[config.mk]
export PLATFORM = sky130hd
export DESIGN_NAME = harmonic_sequencer
export DESIGN_NICKNAME = d
export VERILOG_FILES = /design/src/rtl/addatone_pkg.sv /design/src/rtl/sample_tick_timer.sv /design/src/rtl/harmonic_sequencer.sv
export SDC_FILE = /design/constraint.sdc
export NUM_CORES = 1
export LEC_CHECK = 0
export CORE_MARGIN = 3
export CORE_UTILIZATION = 46
export CTS_BUF_LIST = sky130_fd_sc_hd__clkbuf_16
export CTS_CLUSTER_DIAMETER = 40
export DETAILED_ROUTE_END_ITERATION = 8
export GPL_TIMING_DRIVEN = 0
export PLACE_DENSITY = 0.91
export SLEW_MARGIN = 20
export SYNTH_ARGS = -nofsm -noshare
export SYNTH_HDL_FRONTEND = slang
export SYNTH_SLANG_ARGS = --single-unit
[constraint.sdc]
create_clock -name Main_Clock -period 4.7 [get_ports Main_Clock]
set_clock_uncertainty 0.1 [all_clocks]
set_input_delay 0.705 -clock Main_Clock [delete_from_list [all_inputs] [get_ports Main_Clock]]
set_output_delay 0.705 -clock Main_Clock [all_outputs]
set_load 0.005 [all_outputs]
[src/rtl/addatone_pkg.sv]
// Shared definitions for the additive oscillator control path: sequencer
// state encoding, default widths and the sample-interval clamp.
package addatone_pkg;

    localparam int          ACC_W_DEFAULT           = 32;
    localparam logic [15:0] DEFAULT_SAMPLE_INTERVAL = 16'd1000;
    localparam logic [15:0] MIN_SAMPLE_INTERVAL     = 16'd2;

    typedef enum logic [2:0] {
        ST_INIT       = 3'd0,
        ST_SCALE      = 3'd1,
        ST_SCALE_WAIT = 3'd2,
        ST_ADD_WAIT   = 3'd3,
        ST_NEXT       = 3'd4,
        ST_LATCH      = 3'd5,
        ST_WAIT_TICK  = 3'd6,
        ST_SEND       = 3'd7
    } seq_state_t;

    // An interval below two clocks would leave no room between ticks.
    function automatic logic [15:0] clamp_interval(input logic [15:0] interval);
        return (interval < MIN_SAMPLE_INTERVAL) ? MIN_SAMPLE_INTERVAL : interval;
    endfunction

endpackage

[src/rtl/sample_tick_timer.sv]
// Free-running sample period timer; emits a one-cycle tick every
// i_Sample_Interval clocks, picking up a new interval only at wrap.
module sample_tick_timer
    import addatone_pkg::*;
(
    input  logic        Main_Clock,
    input  logic        Reset,
    input  logic [15:0] i_Sample_Interval,
    output logic        o_Tick
);

    logic [15:0] timer_r;
    logic [15:0] interval_r;
    logic        tick_r;

    // Period counter; the interval register is refreshed only on wrap so a
    // mid-period change never shortens or stretches the running period.
    always_ff @(posedge Main_Clock) begin
        if (Reset) begin
            timer_r    <= 16'd0;
            interval_r <= clamp_interval(i_Sample_Interval);
            tick_r     <= 1'b0;
        end else if (timer_r >= interval_r - 16'd1) begin
            timer_r    <= 16'd0;
            interval_r <= clamp_interval(i_Sample_Interval);
            tick_r     <= 1'b1;
        end else begin
            timer_r    <= timer_r + 16'd1;
            tick_r     <= 1'b0;
        end
    end

    assign o_Tick = tick_r;

endmodule

[src/rtl/harmonic_sequencer.sv]
// Per-sample harmonic walk: deals harmonics round-robin to the scaler/adder
// channels, latches the channel totals and fires the DAC send on the sample tick.
module harmonic_sequencer
    import addatone_pkg::*;
#(
    parameter int NUM_CHANNELS  = 2,
    parameter int HARM_W        = 8,
    parameter int MAX_HARMONICS = 200,
    parameter int ACC_W         = ACC_W_DEFAULT
) (
    input  logic                          Main_Clock,
    input  logic                          Reset,
    input  logic [HARM_W-1:0]             i_Harmonic_Count,
    input  logic [15:0]                   i_Sample_Interval,
    input  logic                          i_Sample_Ready,
    input  logic                          i_Freq_Too_High,
    input  logic [NUM_CHANNELS-1:0]       i_Scaler_Ready,
    input  logic [NUM_CHANNELS*ACC_W-1:0] i_Adder_Total,
    input  logic                          i_Clear_Overrun,
    output logic [HARM_W-1:0]             o_Harmonic,
    output logic                          o_Next_Sample,
    output logic [NUM_CHANNELS-1:0]       o_Scaler_Start,
    output logic                          o_Scaler_Restart,
    output logic [NUM_CHANNELS-1:0]       o_Adder_Start,
    output logic                          o_Adder_Clear,
    output logic [NUM_CHANNELS*ACC_W-1:0] o_Totals,
    output logic                          o_DAC_Send,
    output logic                          o_Overrun,
    output logic [HARM_W-1:0]             o_Last_Count
);

    localparam int                      CH_W     = (NUM_CHANNELS > 1) ? $clog2(NUM_CHANNELS) : 1;
    localparam logic [CH_W-1:0]         CH_LAST  = CH_W'(NUM_CHANNELS - 1);
    localparam logic [HARM_W-1:0]       HARM_MAX = HARM_W'(MAX_HARMONICS);
    localparam logic [HARM_W-1:0]       HARM_TOP = {HARM_W{1'b1}};
    localparam logic [NUM_CHANNELS-1:0] CH_ONE   = NUM_CHANNELS'(1'b1);

    seq_state_t                    state_r;
    logic [HARM_W-1:0]             harm_r;
    logic [CH_W-1:0]               ch_r;
    logic                          pending_r;
    logic                          overrun_r;
    logic                          next_sample_r;
    logic [NUM_CHANNELS-1:0]       scaler_start_r;
    logic                          scaler_restart_r;
    logic [NUM_CHANNELS-1:0]       adder_start_r;
    logic                          adder_clear_r;
    logic [NUM_CHANNELS*ACC_W-1:0] totals_r;
    logic                          dac_send_r;
    logic [HARM_W-1:0]             last_count_r;

    logic                          tick_s;
    logic [HARM_W-1:0]             count_clamped_s;
    logic [CH_W-1:0]               ch_next_s;
    logic                          walk_done_s;
    logic                          tick_allowed_s;
    logic                          overrun_set_s;

    sample_tick_timer u_timer (
        .Main_Clock        (Main_Clock),
        .Reset             (Reset),
        .i_Sample_Interval (i_Sample_Interval),
        .o_Tick            (tick_s)
    );

    // Walk termination, channel wrap and overrun qualification.
    always_comb begin
        count_clamped_s = (i_Harmonic_Count > HARM_MAX) ? HARM_MAX : i_Harmonic_Count;
        ch_next_s       = (ch_r == CH_LAST) ? {CH_W{1'b0}} : ch_r + CH_W'(1'b1);
        walk_done_s     = (harm_r >= count_clamped_s) || i_Freq_Too_High || (harm_r == HARM_TOP);
        tick_allowed_s  = (state_r == ST_WAIT_TICK) || (state_r == ST_SEND) || (state_r == ST_INIT);
        overrun_set_s   = tick_s && (pending_r || !tick_allowed_s);
    end

    // Sequencer FSM; each output register is loaded on the transition into
    // the state it belongs to, so strobes line up with the state they mark.
    always_ff @(posedge Main_Clock) begin
        if (Reset) begin
            state_r          <= ST_INIT;
            harm_r           <= {HARM_W{1'b0}};
            ch_r             <= {CH_W{1'b0}};
            next_sample_r    <= 1'b0;
            scaler_start_r   <= {NUM_CHANNELS{1'b0}};
            scaler_restart_r <= 1'b0;
            adder_start_r    <= {NUM_CHANNELS{1'b0}};
            adder_clear_r    <= 1'b0;
            totals_r         <= {(NUM_CHANNELS*ACC_W){1'b0}};
            dac_send_r       <= 1'b0;
            last_count_r     <= {HARM_W{1'b0}};
        end else begin
            scaler_start_r   <= {NUM_CHANNELS{1'b0}};
            scaler_restart_r <= 1'b0;
            adder_start_r    <= {NUM_CHANNELS{1'b0}};
            dac_send_r       <= 1'b0;
            case (state_r)
                ST_INIT: begin
                    adder_clear_r <= 1'b0;
                    state_r       <= ST_ADD_WAIT;
                end
                ST_SCALE: begin
                    state_r <= ST_SCALE_WAIT;
                end
                ST_SCALE_WAIT: begin
                    if (i_Scaler_Ready[ch_r]) begin
                        state_r <= ST_ADD_WAIT;
                    end else begin
                        state_r <= ST_SCALE_WAIT;
                    end
                end
                ST_ADD_WAIT: begin
                    if (i_Sample_Ready) begin
                        adder_start_r <= CH_ONE << ch_r;
                        next_sample_r <= 1'b1;
                        state_r       <= ST_NEXT;
                    end else begin
                        state_r <= ST_ADD_WAIT;
                    end
                end
                ST_NEXT: begin
                    // The index is left on the last accumulated harmonic so
                    // the latched count is simply that index plus one.
                    if (walk_done_s) begin
                        totals_r      <= i_Adder_Total;
                        last_count_r  <= harm_r + HARM_W'(1'b1);
                        adder_clear_r <= 1'b1;
                        next_sample_r <= 1'b0;
                        state_r       <= ST_LATCH;
                    end else begin
                        harm_r         <= harm_r + HARM_W'(1'b1);
                        ch_r           <= ch_next_s;
                        scaler_start_r <= CH_ONE << ch_next_s;
                        next_sample_r  <= 1'b0;
                        state_r        <= ST_SCALE;
                    end
                end
                ST_LATCH: begin
                    state_r <= ST_WAIT_TICK;
                end
                ST_WAIT_TICK: begin
                    if (pending_r || tick_s) begin
                        dac_send_r       <= 1'b1;
                        scaler_restart_r <= 1'b1;
                        harm_r           <= {HARM_W{1'b0}};
                        ch_r             <= {CH_W{1'b0}};
                        next_sample_r    <= 1'b1;
                        state_r          <= ST_SEND;
                    end else begin
                        state_r <= ST_WAIT_TICK;
                    end
                end
                ST_SEND: begin
                    adder_clear_r <= 1'b0;
                    state_r       <= ST_INIT;
                end
                default: begin
                    state_r <= ST_INIT;
                end
            endcase
        end
    end

    // Tick bookkeeping: a tick always wins over the SEND clear, and a new
    // overrun event wins over the software clear.
    always_ff @(posedge Main_Clock) begin
        if (Reset) begin
            pending_r <= 1'b0;
            overrun_r <= 1'b0;
        end else begin
            if (tick_s) begin
                pending_r <= 1'b1;
            end else if (state_r == ST_SEND) begin
                pending_r <= 1'b0;
            end else begin
                pending_r <= pending_r;
            end
            if (overrun_set_s) begin
                overrun_r <= 1'b1;
            end else if (i_Clear_Overrun) begin
                overrun_r <= 1'b0;
            end else begin
                overrun_r <= overrun_r;
            end
        end
    end

    assign o_Harmonic       = harm_r;
    assign o_Next_Sample    = next_sample_r;
    assign o_Scaler_Start   = scaler_start_r;
    assign o_Scaler_Restart = scaler_restart_r;
    assign o_Adder_Start    = adder_start_r;
    assign o_Adder_Clear    = adder_clear_r;
    assign o_Totals         = totals_r;
    assign o_DAC_Send       = dac_send_r;
    assign o_Overrun        = overrun_r;
    assign o_Last_Count     = last_count_r;

endmodule

==> results of run 1 <==
[synth_stat cells (3+ instances only)]
| library cell | n |
|---|---|
| xor2_1 | 17 |
| nand3_1 | 12 |
| o21a_1 | 4 |
| a21oi_1 | 81 |
| nand2_1 | 157 |
| clkbuf_1 | 32 |
| inv_1 | 12 |
| nand4_1 | 6 |
| nor3_1 | 10 |
| nor4_1 | 5 |
| nand2b_1 | 3 |
| edfxtp_1 | 16 |
| o21ai_1 | 5 |
| buf_2 | 8 |
| and3_1 | 12 |
| o21ai_0 | 7 |
| xnor2_1 | 17 |
| and2_1 | 5 |
| ha_1 | 27 |
| buf_6 | 4 |
| nor2b_1 | 3 |
| nor2_1 | 52 |
| a211oi_1 | 7 |
| a221o_1 | 4 |
| dfxtp_1 | 110 |
[critical path: stages (launching register included)]
cell and delay, ps:
edfxtp_1 410, nor4_1 340, nand2_1 180, or4_4 530, nor3_1 190, xnor2_1 110, ha_1 300, nand4_1 150
nor3_1 210, inv_1 90, o21ai_1 520, buf_2 570
[power breakdown]
part	leakage (nW)	switching, W	internal (W)
registers	1.04	0.0000149	0.00111
clock network	0.275	0.000474	0.000745
logic	1.67	0.0000859	0.000116
total	2.99	0.000575	0.00197
[how the worst max path moves through the flow]
stage	slack, ps	endpoint	start	cells past startpoint
global route	280	u_timer.interval_r[3]	u_timer.interval_r[4]	11
floorplan	1240	u_timer.interval_r[0]	u_timer.interval_r[4]	11
global placement	570	o_Totals[60]	i_Harmonic_Count[2]	13
finish	600	u_timer.interval_r[1]	u_timer.interval_r[4]	11
detailed placement	450	o_Totals[60]	i_Harmonic_Count[2]	13
CTS	580	u_timer.interval_r[0]	u_timer.interval_r[4]	11
[sequential cells by signal, indices dropped and copies added (netlist names), 2 cells and up]
register            flops
u_timer.interval_r     16
o_Last_Count            8
state_r                 3
o_Scaler_Start          2
o_Harmonic              8
o_Adder_Start           2
o_Totals               64
u_timer.timer_r        16
[cell families after synthesis]
kind of cell	Yosys count	share of synthesized area [%]
multiplexers	3	0.5618
flip-flops	126	48.18
XOR/XNOR	34	5.348
buffers and inverters	58	4.764
AO/OA/AOI/OAI	125	13.17
AND/OR/NAND/NOR	278	21.91
adder cells (fa/ha/maj)	27	6.067
[metrics by stage]
stage	hold WS, ps	setup WS, ps	cell area [sq um]
6_report	351.5	602.1	8115
2_1_floorplan	348.9	1242	5568
5_1_grt	367.4	282.1	8115
4_1_cts	353.0	576.6	8115
3_3_place_gp	340.5	566.0	7569
3_5_place_dp	345.3	451.3	7569
[cell type report]
type / instances / area [sq um] / area share [%]
timing repair buffer: 182 / 1822 / 22.45
multi-input combinational: 467 / 2620 / 32.28
tap: 143 / 178.9 / 2.205
clock inverter: 13 / 96.34 / 1.187
clock buffer: 18 / 450.4 / 5.550
inverter: 12 / 45.04 / 0.5550
buffer: 46 / 220.2 / 2.714
sequential: 126 / 2683 / 33.06
[per-layer routing]
| metal | share of wire [%] | vias to the layer above | routed length, microns | track usage (%) |
|---|---|---|---|---|
| met1 | 42 | 2519 | 6837 | 29.55 |
| met2 | 50 | 186 | 8149 | 38.67 |
| met3 | 5.8 | 45 | 948 | 6.110 |
| met5 | 0 | - | 0 | 0 |
| met4 | 3.2 | 0 | 522 | 11.21 |
| li1 | - | 2616 | - | - |
==> key figures, run 1 <==
Routing
  • DRC Markers: 0
  • Final wirelength: 16460 microns
  • Post-DR wirelength/cell: between 15 and 20 microns
  • Initial DRT Pass Iterations: 5
  • ANT nets after route: 0
  • Vias per cell: 5.329
  • Via count: between 5000 and 6000
  • Starting DRC count in detailed routing: 404

Floorplan
  • I/O Pins: 184
  • Die Y-Extent: 116.0 microns
  • Die width: 116.0 microns
  • Die area: around 13000 sq um
  • Core Area: 11610 sq um
  • Initial Util: 47.94%
  • Row count: 39

Power and ir drop
  • Total power draw: 0.002546 W
  • VDD IR max: 0.3503 mV
  • Pwr dens: about 310 nW/um^2
  • Pleak: ~3 nW

Synthesis
  • Yosys top cell area share: 39.55%
  • Yosys warns: 0
  • Largest cells by area after synthesis: dfxtp_1, nand2_1, edfxtp_1
  • Async SR Flop Fraction: 0%
  • Mapped Area: 5568 sq um
  • Register bit total from synthesis: 126
  • Ys flop type: dfxtp_1
  • Syn nets: 773
  • Mapped Cells: 651
  • Cell variety after synth: 52
  • Number of synthesized flops with an enable pin: 16
  • Register area share after synthesis: between 40 and 50%
  • Synthesized area per cell: 8.553 sq um
  • Yosys top cell by area: dfxtp_1

CTS
  • CTS Buffer Depth: 2
  • Sink Count: 126
  • CTS tree: yes
  • Clk Latency, worst-skew pair: 420 ps
  • Cts hold-fix bufs: 0
  • Num CTS Buffers: 17
  • Max H-tree Level: 4
  • # resized after CTS: 0
  • Clock transition at path regs: 50 ps
  • Root buffer cell: clkbuf_16
  • Post-CTS setup buffers: 0

Final layout
  • Area Growth Syn to Fin: 45.75%
  • Layout Utilization: between 60% and 70%
  • Final non-filler cell total: around 1000
  • Diodes inserted: 0
  • Layout cells sized above 1: 5.787%
  • Fill cell count: ~840
  • Commonest non-fill, non-tap cell in the layout: clkdlybuf4s50_1
  • Most frequent cells in the layout: clkdlybuf4s50_1, nand2_1, dfxtp_1
  • NumNets Final: 974

Worst setup path
  • Crit Path Class: flip-flop to flip-flop
  • Worst EP required: 4650 ps
  • FF-to-FF setup slack: approximately 600 ps
  • CP arrival: 4050 ps
  • Crit path launch type: flip-flop
  • Crit Reg-Reg Endpoint: u_timer.interval_r[1]
  • Endpoint class of the critical path: flip-flop
  • Worst Reg2Reg Path Length in Cells: 11
  • Crit path max fanout: 25
  • Reg-to-reg critical path startpoint: u_timer.interval_r[4]

STA
  • Final hold violation count: 0
  • Relative slew slack: 55.47%
  • Slew @ Worst Pin: 659.6 ps
  • FMAX: between 0.2 and 0.25 GHz
  • RSZ-0062 raised after global routing: false
  • Tmin final: 4098 ps
  • Final period util: 87.19%
  • Final setup TNS: 0 ps
  • Setup Viol. Count Final: 0
  • Fin. max-slew vios: 0

Worst hold path
  • Hold Path Cell Cnt: 2
  • Hold_sp: o_Totals[11]
  • Min-Delay Endpoint: o_Totals[11]
  • Min-delay worst type: flip-flop to flip-flop

Run
  • Maximum Capacitance Violations: 0

Global routing
  • GR Util All Layers: about a quarter
  • Initial antenna violation count: 0
  • Remaining Overflow, GRT: 0
  • Largest net degree at the start of global routing: 26
  • Vias in the first global route: 5161
  • First-pass GRT wire length: between 20000 and 25000 microns

Place
  • Hpwl dp: 11880 microns
  • Port bufs: 182
  • Cell count after placement: 976
  • Gp weighted congestion: roughly 0.83

Outcome
  • Status: complete, no violations
Power figures use the tool's default switching activity.
==> run 2: changes to the inputs <==
==> constraint.sdc (replaced) <==
create_clock -name Main_Clock -period 4.7 [get_ports Main_Clock]
set_clock_uncertainty 0.1 [all_clocks]
set_input_delay 1.41 -clock Main_Clock [delete_from_list [all_inputs] [get_ports Main_Clock]]
set_output_delay 1.41 -clock Main_Clock [all_outputs]
set_load 0.005 [all_outputs]
==> run 2 against run 1 <==
Against the previous run:
- wire length barely moved
- power barely moved
- via count barely moved
- critical path depth rose by 2
- worst setup slack got worse by 340 ps
- clock power barely moved
- sequential cell count did not move
- first-iteration DRC count did not move
- critical path type is now input port to flip-flop
- critical endpoint is now o_Totals[9]
==> key figures, run 2 (synthesis results as in run 1) <==
Outcome
  • Status: complete, no violations

Worst setup path
  • Worst Reg2Reg Path Length in Cells: 11 (unchanged)
  • CP arrival: 4670 ps (+620 ps)
  • Crit path launch type: input port
  • Slowest stage delay, CP: 420 ps (-150 ps)
  • Reg-to-reg critical path startpoint: u_timer.interval_r[4]
  • Worst EP required: 4940 ps (+290 ps)
  • Crit Reg-Reg Endpoint: u_timer.interval_r[1]
  • Crit-path cells: clkdlybuf4s50_1, o31a_1, o311ai_1, and2_1, ha_1, nor3b_1, nor2_1, o21a_1, o21ai_1, buf_2, buf_2, nand2_1, a21oi_1
  • Worst setup path endpoint: o_Totals[9]
  • Critical Path Source: i_Harmonic_Count[2]
  • Cell repeated most along the worst path: buf_2
  • Cell with the largest stage delay on the worst path: clkdlybuf4s50_1
  • FF-to-FF setup slack: 600 ps (about the same)
  • Endpoint class of the critical path: flip-flop
  • Crit path max fanout: 10 (-60%)
  • Crit Path Class: input port to flip-flop

Final layout
  • Multi-input gate area in the final layout: 2620 sq um (unchanged)
  • Area Growth Syn to Fin: 45.75% (unchanged)
  • Final non-filler cell total: 1007 (unchanged)
  • Max reg flops: 64 (unchanged)
  • Commonest non-fill, non-tap cell in the layout: clkdlybuf4s50_1
  • Diodes inserted: 0 (unchanged)
  • Layout cells sized above 1: 5.787% (unchanged)
  • Fin area: 8115 sq um (unchanged)
  • NumNets Final: 974 (unchanged)
  • Storage cell area: 2683 sq um (unchanged)
  • Fill cell count: 842 (unchanged)
  • Most frequent cells in the layout: clkdlybuf4s50_1, nand2_1, dfxtp_1

CTS
  • Max H-tree Level: 4 (unchanged)
  • CTS Buffer Depth: 2 (unchanged)
  • CTS tree: yes
  • Sink Count: 126 (unchanged)
  • Cts hold-fix bufs: 0 (unchanged)
  • Num CTS Buffers: 17 (unchanged)
  • Clock transition at path regs: 50 ps (about the same)
  • # resized after CTS: 0 (unchanged)
  • Clk Latency, worst-skew pair: 420 ps (about the same)
  • Root buffer cell: clkbuf_16
  • Post-CTS setup buffers: 0 (unchanged)

STA
  • Fin. max-slew vios: 0 (unchanged)
  • Final hold violation count: 0 (unchanged)
  • Final hold slack: 351.5 ps (-0.001000 ps)
  • Relative slew slack: 57.63% (+2.2 points)
  • Final period util: 94.34% (+7.1 points)
  • Slew @ Worst Pin: 631.3 ps (-28.34 ps)
  • RSZ-0062 raised after global routing: false
  • FMAX: 0.2255 GHz (-7.6%)
  • Setup Viol. Count Final: 0 (unchanged)
  • Tmin final: 4434 ps (+335.9 ps)

Power and ir drop
  • Sw Ratio: 22.58% (about the same)
  • NetSw: 0.0005750 W (about the same)
  • Clock share of power: 47.9% (about the same)
  • Comb power frac: 7.9% (about the same)
  • Pleak: 2.991 nW (about the same)
  • Pwr dens: 313.8 nW/um^2 (about the same)
  • Flop pwr share: 44.2% (about the same)
  • Total power draw: 0.002547 W (about the same)
  • VDD IR max: 0.3503 mV (about the same)
  • Int Pwr: 0.001971 W (about the same)

Place
  • Hpwl dp: 11880 microns (unchanged)
  • Placed cell area: 7569 sq um (unchanged)
  • Port bufs: 182 (unchanged)
  • Cell count after placement: 976 (unchanged)
  • Gp weighted congestion: 0.8319 (unchanged)

Floorplan
  • Die area: 13460 sq um (unchanged)
  • Die width: 116.0 microns (unchanged)
  • I/O Pins: 184 (unchanged)
  • Initial Util: 47.94% (unchanged)
  • Die Y-Extent: 116.0 microns (unchanged)
  • Row count: 39 (unchanged)
  • Core Area: 11610 sq um (unchanged)

Routing
  • DRC Markers: 0 (unchanged)
  • Initial DRT Pass Iterations: 5 (unchanged)
  • Starting DRC count in detailed routing: 404 (unchanged)
  • Vias per cell: 5.334 (about the same)
  • Post-DR wirelength/cell: 16.34 microns (about the same)
  • ANT nets after route: 0 (unchanged)
  • Final wirelength: 16460 microns (about the same)
  • Via count: 5371 (+0.093%)

Global routing
  • Initial antenna violation count: 0 (unchanged)
  • Vias in the first global route: 5161 (unchanged)
  • Largest net degree at the start of global routing: 26 (unchanged)
  • First-pass GRT wire length: 24900 microns (unchanged)
  • Remaining Overflow, GRT: 0 (unchanged)
  • GR Util All Layers: 23.78% (unchanged)

Run
  • Maximum Capacitance Violations: 0 (unchanged)

Worst hold path
  • Hold Path Cell Cnt: 2 (unchanged)
  • Min-delay worst type: flip-flop to flip-flop
run 2: stage by stage:
stage | util, % | setup TNS, ps | setup WS, ps
after floorplan | - | 0 | 754.6
after global placement | 65.17 | -4535 | -139.0
after detailed placement | 65.17 | -10770 | -253.7
after CTS | 69.88 | 0 | 122.0
after global routing | 69.88 | 0 | 9.398
final | 69.88 | 0 | 266.2
run 2: power groups by stage:
stage                     sequential [W]  clock [W]  combinational, W
final                            0.00113    0.00122          0.000202
after CTS                        0.00113    0.00123          0.000202
after floorplan                  0.00115          0         0.0000806
after detailed placement         0.00115          0          0.000199
after global routing             0.00113    0.00128          0.000219
after global placement           0.00115          0          0.000194
run 2: layout make-up:
type	instances	area share, %
flip-flops and latches	126	33.06
multi-input cells	467	32.28
plain buffers	46	2.714
clock inverters	13	1.187
inverters	12	0.5550
well taps	143	2.205
repair buffers	182	22.45
clock buffers	18	5.550
run 2: how the worst min path moves through the flow:
stage	from	to
floorplan	u_timer.timer_r[0]	u_timer.timer_r[0]
global placement	o_Totals[53]	o_Totals[53]
detailed placement	o_Totals[43]	o_Totals[43]
CTS	o_Totals[43]	o_Totals[43]
global route	o_Totals[8]	o_Totals[8]
finish	o_Totals[11]	o_Totals[11]
run 2: worst max-delay path: cells and delay by family:
kind / cells / cell delay (ps)
fa+ha+maj: 1 / 230
simple gates: 4 / 650
compound gates: 5 / 1380
buf+inv: 3 / 1000
run 2: per-layer routing:
layer / track usage, % / wire, microns / vias to the layer above
li1: - / - / 2616
met1: 29.55 / 6830 / 2516
met2: 38.67 / 8151 / 194
met3: 6.110 / 955 / 45
met4: 11.21 / 522 / 0
met5: 0 / 0 / -
==> run 3: changes to the inputs <==
ABC_AREA = 1   (was unset)
SLEW_MARGIN = 15   (was 20)
==> run 3 against run 2 <==
Against the previous run:
- first-iteration DRC count is 40% lower
- fmax increased by 14%
- clock-buffer cell count shrank 1
- power down 0.70%
- via count is 0.58% lower
- final area increased by 1.7%
- non-clock buffer count down 1
- clock power down 7%
- wire length decreased by 10%
- hold slack got worse by 9.6 ps
- die area rose by 2.2%
- largest cell class unchanged
- largest power group is now sequential cells
==> key figures, run 3 <==
Power and ir drop
  • Pleak: 3.296 nW (+10%)
  • Pwr dens: 306.3 nW/um^2 (-2.4%)
  • VDD IR max: 0.2086 mV (-40%)

Routing
  • Starting DRC count in detailed routing: 241 (-40%)
  • Vias per cell: 4.841 (-9.2%)
  • Via count: 5340 (-0.58%)
  • Final wirelength: 14800 microns (-10%)
  • Post-DR wirelength/cell: 13.42 microns (-18%)
  • ANT nets after route: 0 (unchanged)
  • Initial DRT Pass Iterations: 5 (unchanged)
  • DRC Markers: 0 (unchanged)

Synthesis
  • Most frequent cell after synthesis: nor2_1
  • Mapped Area: 5698 sq um (+2.3%)
  • Cell variety after synth: 34 (-35%)
  • Yosys warns: 0 (unchanged)
  • Ys flop type: dfxtp_1
  • Yosys top cell area share: 38.65% (-0.90 points)
  • Register area share after synthesis: 47.08% (-1.1 points)
  • Synthesized area per cell: 7.914 sq um (-7.5%)
  • Most instantiated cells after synthesis: nor2_1, dfxtp_1, nand2_1
  • Yosys top cell by area: dfxtp_1
  • Async SR Flop Fraction: 0% (unchanged)
  • Number of synthesized flops with an enable pin: 16 (unchanged)
  • Syn nets: 842 (+8.9%)
  • Register bit total from synthesis: 126 (unchanged)
  • Mapped Cells: 720 (+11%)
  • Largest cells by area after synthesis: dfxtp_1, nor2_1, edfxtp_1

Worst setup path
  • Worst setup path endpoint: o_Totals[15]
  • Worst Reg2Reg Path Length in Cells: 17 (+6)
  • Crit Reg-Reg Endpoint: u_timer.interval_r[2]
  • Critical Path Source: i_Harmonic_Count[2]
  • Worst EP required: 4940 ps (about the same)
  • Endpoint class of the critical path: flip-flop
  • Crit path max fanout: 10 (unchanged)
  • Crit path launch type: input port
  • CP arrival: 4120 ps (-550 ps)
  • Reg-to-reg critical path startpoint: u_timer.interval_r[0]
  • Crit Path Class: input port to flip-flop
  • FF-to-FF setup slack: 920 ps (+320 ps)

CTS
  • # resized after CTS: 0 (unchanged)
  • Root buffer cell: clkbuf_16
  • Clock transition at path regs: 50 ps (about the same)
  • Clk Latency, worst-skew pair: 410 ps (about the same)
  • Post-CTS setup buffers: 0 (unchanged)
  • Sink Count: 126 (unchanged)
  • CTS tree: yes
  • Cts hold-fix bufs: 0 (unchanged)
  • Max H-tree Level: 4 (unchanged)
  • CTS Buffer Depth: 2 (unchanged)
  • Num CTS Buffers: 17 (unchanged)

Place
  • Gp weighted congestion: 0.8733 (+5.0%)
  • Hpwl dp: 11080 microns (-6.8%)
  • Port bufs: 183 (+0.55%)

Floorplan
  • Row count: 40 (+2.6%)
  • I/O Pins: 184 (unchanged)
  • Die area: 13760 sq um (+2.2%)
  • Initial Util: 47.24% (-0.70 points)
  • Die Y-Extent: 117.3 microns (+1.1%)
  • Core Area: 12060 sq um (+3.9%)
  • Die width: 117.3 microns (+1.1%)

STA
  • Fin. max-slew vios: 0 (unchanged)
  • Final hold violation count: 0 (unchanged)
  • FMAX: 0.2575 GHz (+14%)
  • Setup Viol. Count Final: 0 (unchanged)
  • RSZ-0062 raised after global routing: false
  • Final period util: 82.64% (-12 points)
  • Final setup TNS: 0 ps (unchanged)
  • Slew @ Worst Pin: 604.9 ps (-26.38 ps)
  • Relative slew slack: 59.67% (+2.0 points)
  • Final hold slack: 341.9 ps (-9.596 ps)
  • Tmin final: 3884 ps (-549.6 ps)

Final layout
  • Max reg flops: 64 (unchanged)
  • Layout Utilization: 68.45% (-1.4 points)
  • Fill cell count: 952 (+13%)
  • Layout cells sized above 1: 6.317% (+0.53 points)
  • NumNets Final: 1044 (+7.2%)
  • Area Growth Syn to Fin: 44.91%
  • Storage cell area: 2683 sq um (unchanged)
  • Most frequent cells in the layout: nor2_1, clkdlybuf4s50_1, dfxtp_1
  • Commonest non-fill, non-tap cell in the layout: nor2_1
  • Multi-input gate area in the final layout: 2577 sq um (-1.6%)

Global routing
  • Remaining Overflow, GRT: 0 (unchanged)
  • First-pass GRT wire length: 22980 microns (-7.7%)
  • Initial antenna violation count: 0 (unchanged)
  • Vias in the first global route: 5018 (-2.8%)
  • Largest net degree at the start of global routing: 26 (unchanged)
  • GR Util All Layers: 21.31% (-2.5 points)

Outcome
  • Status: complete, no violations

Run
  • Maximum Capacitance Violations: 0 (unchanged)

Worst hold path
  • Min-delay worst type: flip-flop to flip-flop
==> run 3: worst max-delay path: stages <==
cell and delay (ps):
clkdlybuf4s50_1 420, o31ai_1 270, a31oi_1 160, inv_1 140, nand2_1 70, ha_1 290
nand2_1 70, nand2_1 40, nand2_1 50, nand2_1 50, nand2_1 60, nand4_1 190
o21bai_4 210, clkbuf_1 420, o21ai_0 140, nor2_1 130
==> run 3: routing by layer <==
metal / GRT usage (%) / share of wire, % / vias up
li1: - / - / 2723
met5: 0 / 0 / -
met2: 35.90 / 49 / 185
met1: 24.97 / 42 / 2410
met4: 8.563 / 2.0 / 0
met3: 7.095 / 7.2 / 22
==> run 3: cells by family (layout without fill, tap and decap cells) <==
kind of cell    Yosys count  in the layout  synth area share (%)
flops                   126            126                 47.08
fa+ha+maj                27             27                 5.929
buf+inv                  93            307                 7.686
other cells               0              1                     0
compound gates          115            115                 10.63
xor+xnor                 31             31                 4.765
simple gates            328            328                 23.91
==> run 3: per-stage QoR <==
stage	instance area [sq um]	power (W)	setup WS [ps]	instances
3_3_place_gp	7740	0.001401	517.1	1071
2_1_floorplan	5698	0.001270	1309	720
5_1_grt	8254	0.002627	574.7	1102
3_5_place_dp	7740	0.001409	401.9	1071
4_1_cts	8254	0.002546	815.7	1102
6_report	8257	0.002529	815.8	1103
==> run 3: power by group <==
| group | internal (W) | switching (W) | leakage, nW | total, W |
|---|---|---|---|---|
| clock network | 0.000703 | 0.000437 | 0.278 | 0.00114 |
| logic | 0.000143 | 0.000108 | 1.97 | 0.000251 |
| registers | 0.00112 | 0.0000191 | 1.04 | 0.00114 |
| total | 0.00196 | 0.000565 | 3.30 | 0.00253 |
==> run 3: area by class of cell <==
class	instances	area share, %
buffer	44	3.076
clock inverter	14	1.076
inverter	49	2.228
tap	168	2.546
timing repair buffer	183	22.19
multi-input combinational	501	31.22
sequential	126	32.49
antenna	1	0.03031
clock buffer	17	5.152
==> run 3: worst min-delay path by stage <==
stage,from,end,slack [ps],cells past startpoint
floorplan,u_timer.timer_r[0],u_timer.timer_r[0],320,1
global placement,u_timer.timer_r[0],u_timer.timer_r[0],330,1
detailed placement,u_timer.timer_r[0],u_timer.timer_r[0],340,1
CTS,u_timer.timer_r[0],u_timer.timer_r[0],350,1
global route,u_timer.timer_r[0],u_timer.timer_r[0],400,1
finish,u_timer.timer_r[0],u_timer.timer_r[0],340,1
==> RTL change 1 (flow settings as in run 2) <==
`ACC_W_DEFAULT`: 32 -> 16.
--- a/src/rtl/addatone_pkg.sv
+++ b/src/rtl/addatone_pkg.sv
@@ -4,3 +4,3 @@
 
-    localparam int          ACC_W_DEFAULT           = 32;
+    localparam int          ACC_W_DEFAULT           = 16;
     localparam logic [15:0] DEFAULT_SAMPLE_INTERVAL = 16'd1000;
Ports: changed (resized i_Adder_Total and o_Totals); port bits go from 184 to 120. No check against the original RTL was run, so the function may have changed too.
==> RTL change 1 against run 2 <==
Routed wire length decreased by 30%. Worst hold slack improved by 0.031 ns. Total power is 32% lower. Sequential cell count shrank 32. Worst setup slack improved by 0.021 ns. Synthesized area shrank 19%. Design area is 24% lower. Critical path type unchanged. Critical endpoint is now o_Harmonic[4].
==> RTL change 1: results (changes against run 2) <==
- The placer's final routability congestion estimate came to 0.873 (was 0.832).
- Count of TritonRoute iterations in the first routing pass: 4 (was 5)
* Maximum VDD drop: 0.000239 V (was 0.000350 V)
- Total Wirelength: 11600 um (was 16500 um)
- Final-stage net count: 694 (was 974)
- Post-synthesis xor/xnor area fraction: 0.0603 (was 0.0535)
- The reported leakage power was 2.16 nW (was 2.99 nW).
* Post-Synth Adder-Cell Area: 0.0751 (was 0.0607)
* Fraction of the yosys area taken by sequential cells: 0.454 (was 0.482)
- CP max FO: 8 (was 10)
* Fill count: 750 (was 842)
* Cells after Synth: 475 (was 651)
- Leading cell types by total area after synthesis: dfxtp_1, edfxtp_1, mux2i_1 (was dfxtp_1, nand2_1, edfxtp_1)
- Unique cell type count in the Yosys netlist: 52 (unchanged)
* Iter 0 DRT Violations: 303 (was 404)
- DR WL/cell: 15.7 um (was 16.3 um)
- Total Routing Usage GR: 0.207 (was 0.238)
- Initial antenna violation count: 0 (unchanged)
- The wire length of the first global-routing pass is 18600 um (was 24900 um).
- The number of flip-flops under the largest register name was 32 (was 64).
* CTS max path bufs: 2 (unchanged)
- The number of port buffers is 118 (was 182).
* Comb power frac: 0.095 (was 0.079)
- Synthesis warning total: 0 (unchanged)
* Share of layout cells above drive strength 1: 0.0608 (was 0.0579)
- Synth cell count leaders: dfxtp_1, nor2_1, mux2i_1 (was nand2_1, dfxtp_1, a21oi_1)
* Crit path arrival time: 4.55 ns (was 4.67 ns)
- Estimated wirelength of the detail-placed design: 8270 um (was 11900 um)
- Total clock buffers created by CTS: 9 (was 17)
- Headroom to the max-slew limit: 0.592 (was 0.576)
* Result of the run: finished, final reports clean (unchanged)
* ANT cells: 0 (unchanged)
- Worst skew pair latency: 0.35 ns (was 0.42 ns)
- Power density over the cells: 283 mW/mm^2 (was 314 mW/mm^2)
- The synthesized-area fraction occupied by ao, oa, aoi and oai cells came to 0.100 (was 0.132).
- Placed cell count: 722 (was 976)
* Largest net degree at the start of global routing: 26 (unchanged)
* Proportion of synthesized area in mux cells: 0.0781 (was 0.00562)
* Via count: 3941 (was 5371)
- The number of flops mapped to enable cells by yosys came to 16 (unchanged).
- The power share of the sequential group was 0.488 (was 0.442).
* Post-synthesis net count: 565 (was 773)
* H-tree depth reported by CTS: 3 (was 4)
* Post-CTS clock slew at the launch and capture registers of the worst setup and hold paths: 0.07 ns (was 0.05 ns)
- The internal power of the cells came to 1.30 mW (was 1.97 mW).
-- RTL change 1: changes by cell type in the layout (fill, tap and decap cells not counted), sizes merged, moves of 26 or more --
cell / before / now
a21oi: 81 / 17
clkdlybuf4s50: 182 / 118
dfxtp: 110 / 78
mux2i: 2 / 34
nand2: 157 / 29
nor2: 52 / 78
-- RTL change 1: worst paths after layout --
kind | start | to | slack (ns) | cells after the start
setup / recovery | i_Harmonic_Count[2] | o_Harmonic[4] | 0.29 | 12
hold / removal | o_Overrun | o_Overrun | 0.38 | 2
setup reg to reg | u_timer.interval_r[0] | u_timer.interval_r[13] | 0.34 | 13
hold reg to reg | o_Overrun | o_Overrun | 0.38 | 2
-- RTL change 1: per-stage QoR --
stage / instance area [um^2] / utilization / setup slack [ns] / setup TNS (ns)
final: 6150 / 0.656 / 0.287 / 0
after global routing: 6150 / 0.656 / 0.0268 / 0
after CTS: 6140 / 0.656 / 0.0327 / 0
after detailed placement: 5840 / 0.623 / -0.176 / -3.53
after global placement: 5840 / 0.623 / -0.0895 / -0.218
after floorplan: 4500 / - / 0.563 / 0
-- RTL change 1: cell type report --
| cell class | count | area, um^2 | share of cell area |
|---|---|---|---|
| Tap cell | 129 | 161 | 0.0262 |
| Clock inverter | 7 | 75.1 | 0.0122 |
| Buffer | 33 | 178 | 0.0289 |
| Clock buffer | 9 | 225 | 0.0366 |
| Timing Repair Buffer | 118 | 1180 | 0.192 |
| Inverter | 10 | 37.5 | 0.00610 |
| Multi-Input combinational cell | 338 | 2250 | 0.366 |
| Sequential cell | 94 | 2040 | 0.332 |
-- RTL change 1: what timing repair did --
| action | 4_1_cts | 5_1_grt |
|---|---|---|
| buffers inserted | 0 | 0 |
| gates resized for setup | 1 | 3 |
| hold endpoints to repair | 0 | 0 |
| setup endpoints to repair | 18 | 50 |
| gates cloned | 0 | 0 |
-- RTL change 1: kinds of logic (layout without fill, tap and decap cells) --
group | count (synthesis) | count (layout)
multiplexers | 35 | 35
adder cells (fa/ha/maj) | 27 | 27
buffers and inverters | 43 | 177
AND/OR/NAND/NOR | 178 | 178
flip-flops | 94 | 94
XOR/XNOR | 31 | 31
AO/OA/AOI/OAI | 67 | 67
-- RTL change 1: worst max-delay path: stages --
cell	delay, ns
clkdlybuf4s50_1	0.43
o31a_1	0.32
o311ai_2	0.32
and2_1	0.18
ha_1	0.22
or3b_1	0.37
o2111ai_1	0.11
a31o_2	0.28
nand2_2	0.11
or3_1	0.37
buf_6	0.15
o31ai_1	0.28
-- RTL change 1: metal layers --
layer,share of wire,GRT usage,vias up
li1,-,-,1909
met1,0.41,0.235,1858
met2,0.51,0.374,142
met3,0.056,0.0476,32
met4,0.024,0.0806,0
met5,0,0,-
==> RTL change 2 (settings of run 2) <==
Made on the original files. Re-encode `seq_state_t` (8 states) as one-hot, 8 bits wide.
--- a/src/rtl/addatone_pkg.sv
+++ b/src/rtl/addatone_pkg.sv
@@ -8,11 +8,11 @@
 
-    typedef enum logic [2:0] {
-        ST_INIT       = 3'd0,
-        ST_SCALE      = 3'd1,
-        ST_SCALE_WAIT = 3'd2,
-        ST_ADD_WAIT   = 3'd3,
-        ST_NEXT       = 3'd4,
-        ST_LATCH      = 3'd5,
-        ST_WAIT_TICK  = 3'd6,
-        ST_SEND       = 3'd7
+    typedef enum logic [7:0] {
+        ST_INIT       = 8'b00000001,
+        ST_SCALE      = 8'b00000010,
+        ST_SCALE_WAIT = 8'b00000100,
+        ST_ADD_WAIT   = 8'b00001000,
+        ST_NEXT       = 8'b00010000,
+        ST_LATCH      = 8'b00100000,
+        ST_WAIT_TICK  = 8'b01000000,
+        ST_SEND       = 8'b10000000
     } seq_state_t;
Behaviour: no difference found for any inputs over 10 cycles, from zero or initial values and one cycle with Reset high; not proved beyond that.
==> RTL change 2 against run 2 <==
Non-clock buffer count rose by 3. Design area rose by 11%. Synthesized area rose by 13%. Register-to-register slack got worse by 0.17 ns. Sequential cell count rose by 5. Worst setup slack improved by 0.11 ns. Worst hold slack improved by 0.0028 ns. Sequential share of layout area fell by 2.0 points. Critical path type unchanged. Die area rose by 13%. First-iteration DRC count fell by 2.0%. Total power rose by 14%. Routed wire length rose by 4.5%.
==> RTL change 2: results (changes against run 2) <==
- The average vias per placed instance was 5.33 (about the same).
- The launch point of the critical path was i_Harmonic_Count[0] (was i_Harmonic_Count[2]).
* Iter 0 DRT Violations: 396 (was 404)
- Synth cell count leaders: nand2_1, dfxtp_1, mux2i_1 (was nand2_1, dfxtp_1, a21oi_1)
- The fraction of standard cell area that is sequential was 0.310 (was 0.331).
* Post-Synth Adder-Cell Area: 0.0536 (was 0.0607)
- The reg-to-reg setup timing slack came to 0.43 ns (was 0.60 ns).
* Net Sw Frac: 0.228 (was 0.226)
- Number of global-route vias before repair: 5739 (was 5161)
- The share of cells above drive strength 1 came to 0.0625 (was 0.0579).
* Number of buffers outside the clock class in the layout: 231 (was 228)
* Clock buffers and inverters, area share: 0.0683 (was 0.0674)
- The share of synthesized area occupied by flip-flops and latches was 0.441 (was 0.482).
* Capturing element of the worst setup path: o_Harmonic[4] (was o_Totals[9])
- The timing-limited maximum frequency was 0.231 GHz (was 0.226 GHz).
* Area occupied by multi-input gates: 0.00323 mm^2 (was 0.00262 mm^2)
- Part of the power in the clock network: 0.480 (was 0.479)
- The parity-gate share of the synthesized area counting xor and xnor cells is 0.0486 (was 0.0535).
- Total Routing Usage GR: 0.231 (was 0.238)
* Placed cell area: 0.00836 mm^2 (was 0.00757 mm^2)
- Slowest-stage cell, CP: a2111oi_0 (was clkdlybuf4s50_1)
- The data arrival at the endpoint of the critical path came to 4.57 ns (was 4.67 ns).
* Total Wirelength: 17200 um (was 16500 um)
- The origin of the critical flop-to-flop path was u_timer.interval_r[5] (was u_timer.interval_r[4]).
- DR WL/cell: 16.0 um (was 16.3 um)
* Final instance area: 0.00897 mm^2 (was 0.00812 mm^2)
- Delay of the slowest critical-path stage: 0.49 ns (was 0.42 ns)
- The multiplexer area fraction after synthesis was 0.111 (was 0.00562).
* Largest net degree at the start of global routing: 17 (was 26)
- Final-stage net count: 1006 (was 974)
- Leading cell types by total area after synthesis: dfxtp_1, mux2i_1, nand2_1 (was dfxtp_1, nand2_1, edfxtp_1).
- Multi-input combinational cell count: 491 (was 467)
- The end of the worst register-to-register path is u_timer.interval_r[5] (was u_timer.interval_r[1]).
* Die outline area: 0.0152 mm^2 (was 0.0135 mm^2)
- Result of the run: finished, final reports clean (unchanged).
- The number of nets in the synthesized netlist was 805 (was 773).
* Unique cell type count in the Yosys netlist: 58 (was 52)
## RTL change 2: cell types whose count changed after synthesis, sizes merged, moves of 6 or more
cell / run 2 / this run
a211oi: 7 / 18
a21oi: 81 / 16
a31oi: 1 / 11
and3: 12 / 4
clkbuf: 32 / 38
mux2i: 2 / 65
nor2: 52 / 20
nor2b: 3 / 10
nor3: 12 / 19
nor4: 5 / 11
## RTL change 2: worst min path at each step
stage	start	endpoint	depth (start not counted)	slack, ns
after floorplan	o_Last_Count[3]	o_Last_Count[3]	2	0.35
after detailed placement	o_Totals[28]	o_Totals[28]	2	0.35
after CTS	o_Totals[36]	o_Totals[36]	2	0.36
final	o_Totals[20]	o_Totals[20]	2	0.35
after global placement	o_Totals[2]	o_Totals[2]	2	0.34
after global routing	o_Totals[32]	o_Totals[32]	2	0.37
## RTL change 2: routing by layer
layer  vias to the layer above  GRT usage  share of wire
met5                         -          0              0
met4                         0     0.0948          0.021
met3                        28     0.0814          0.078
met2                       219      0.378           0.50
met1                      2680      0.277           0.40
li1                       2792          -              -
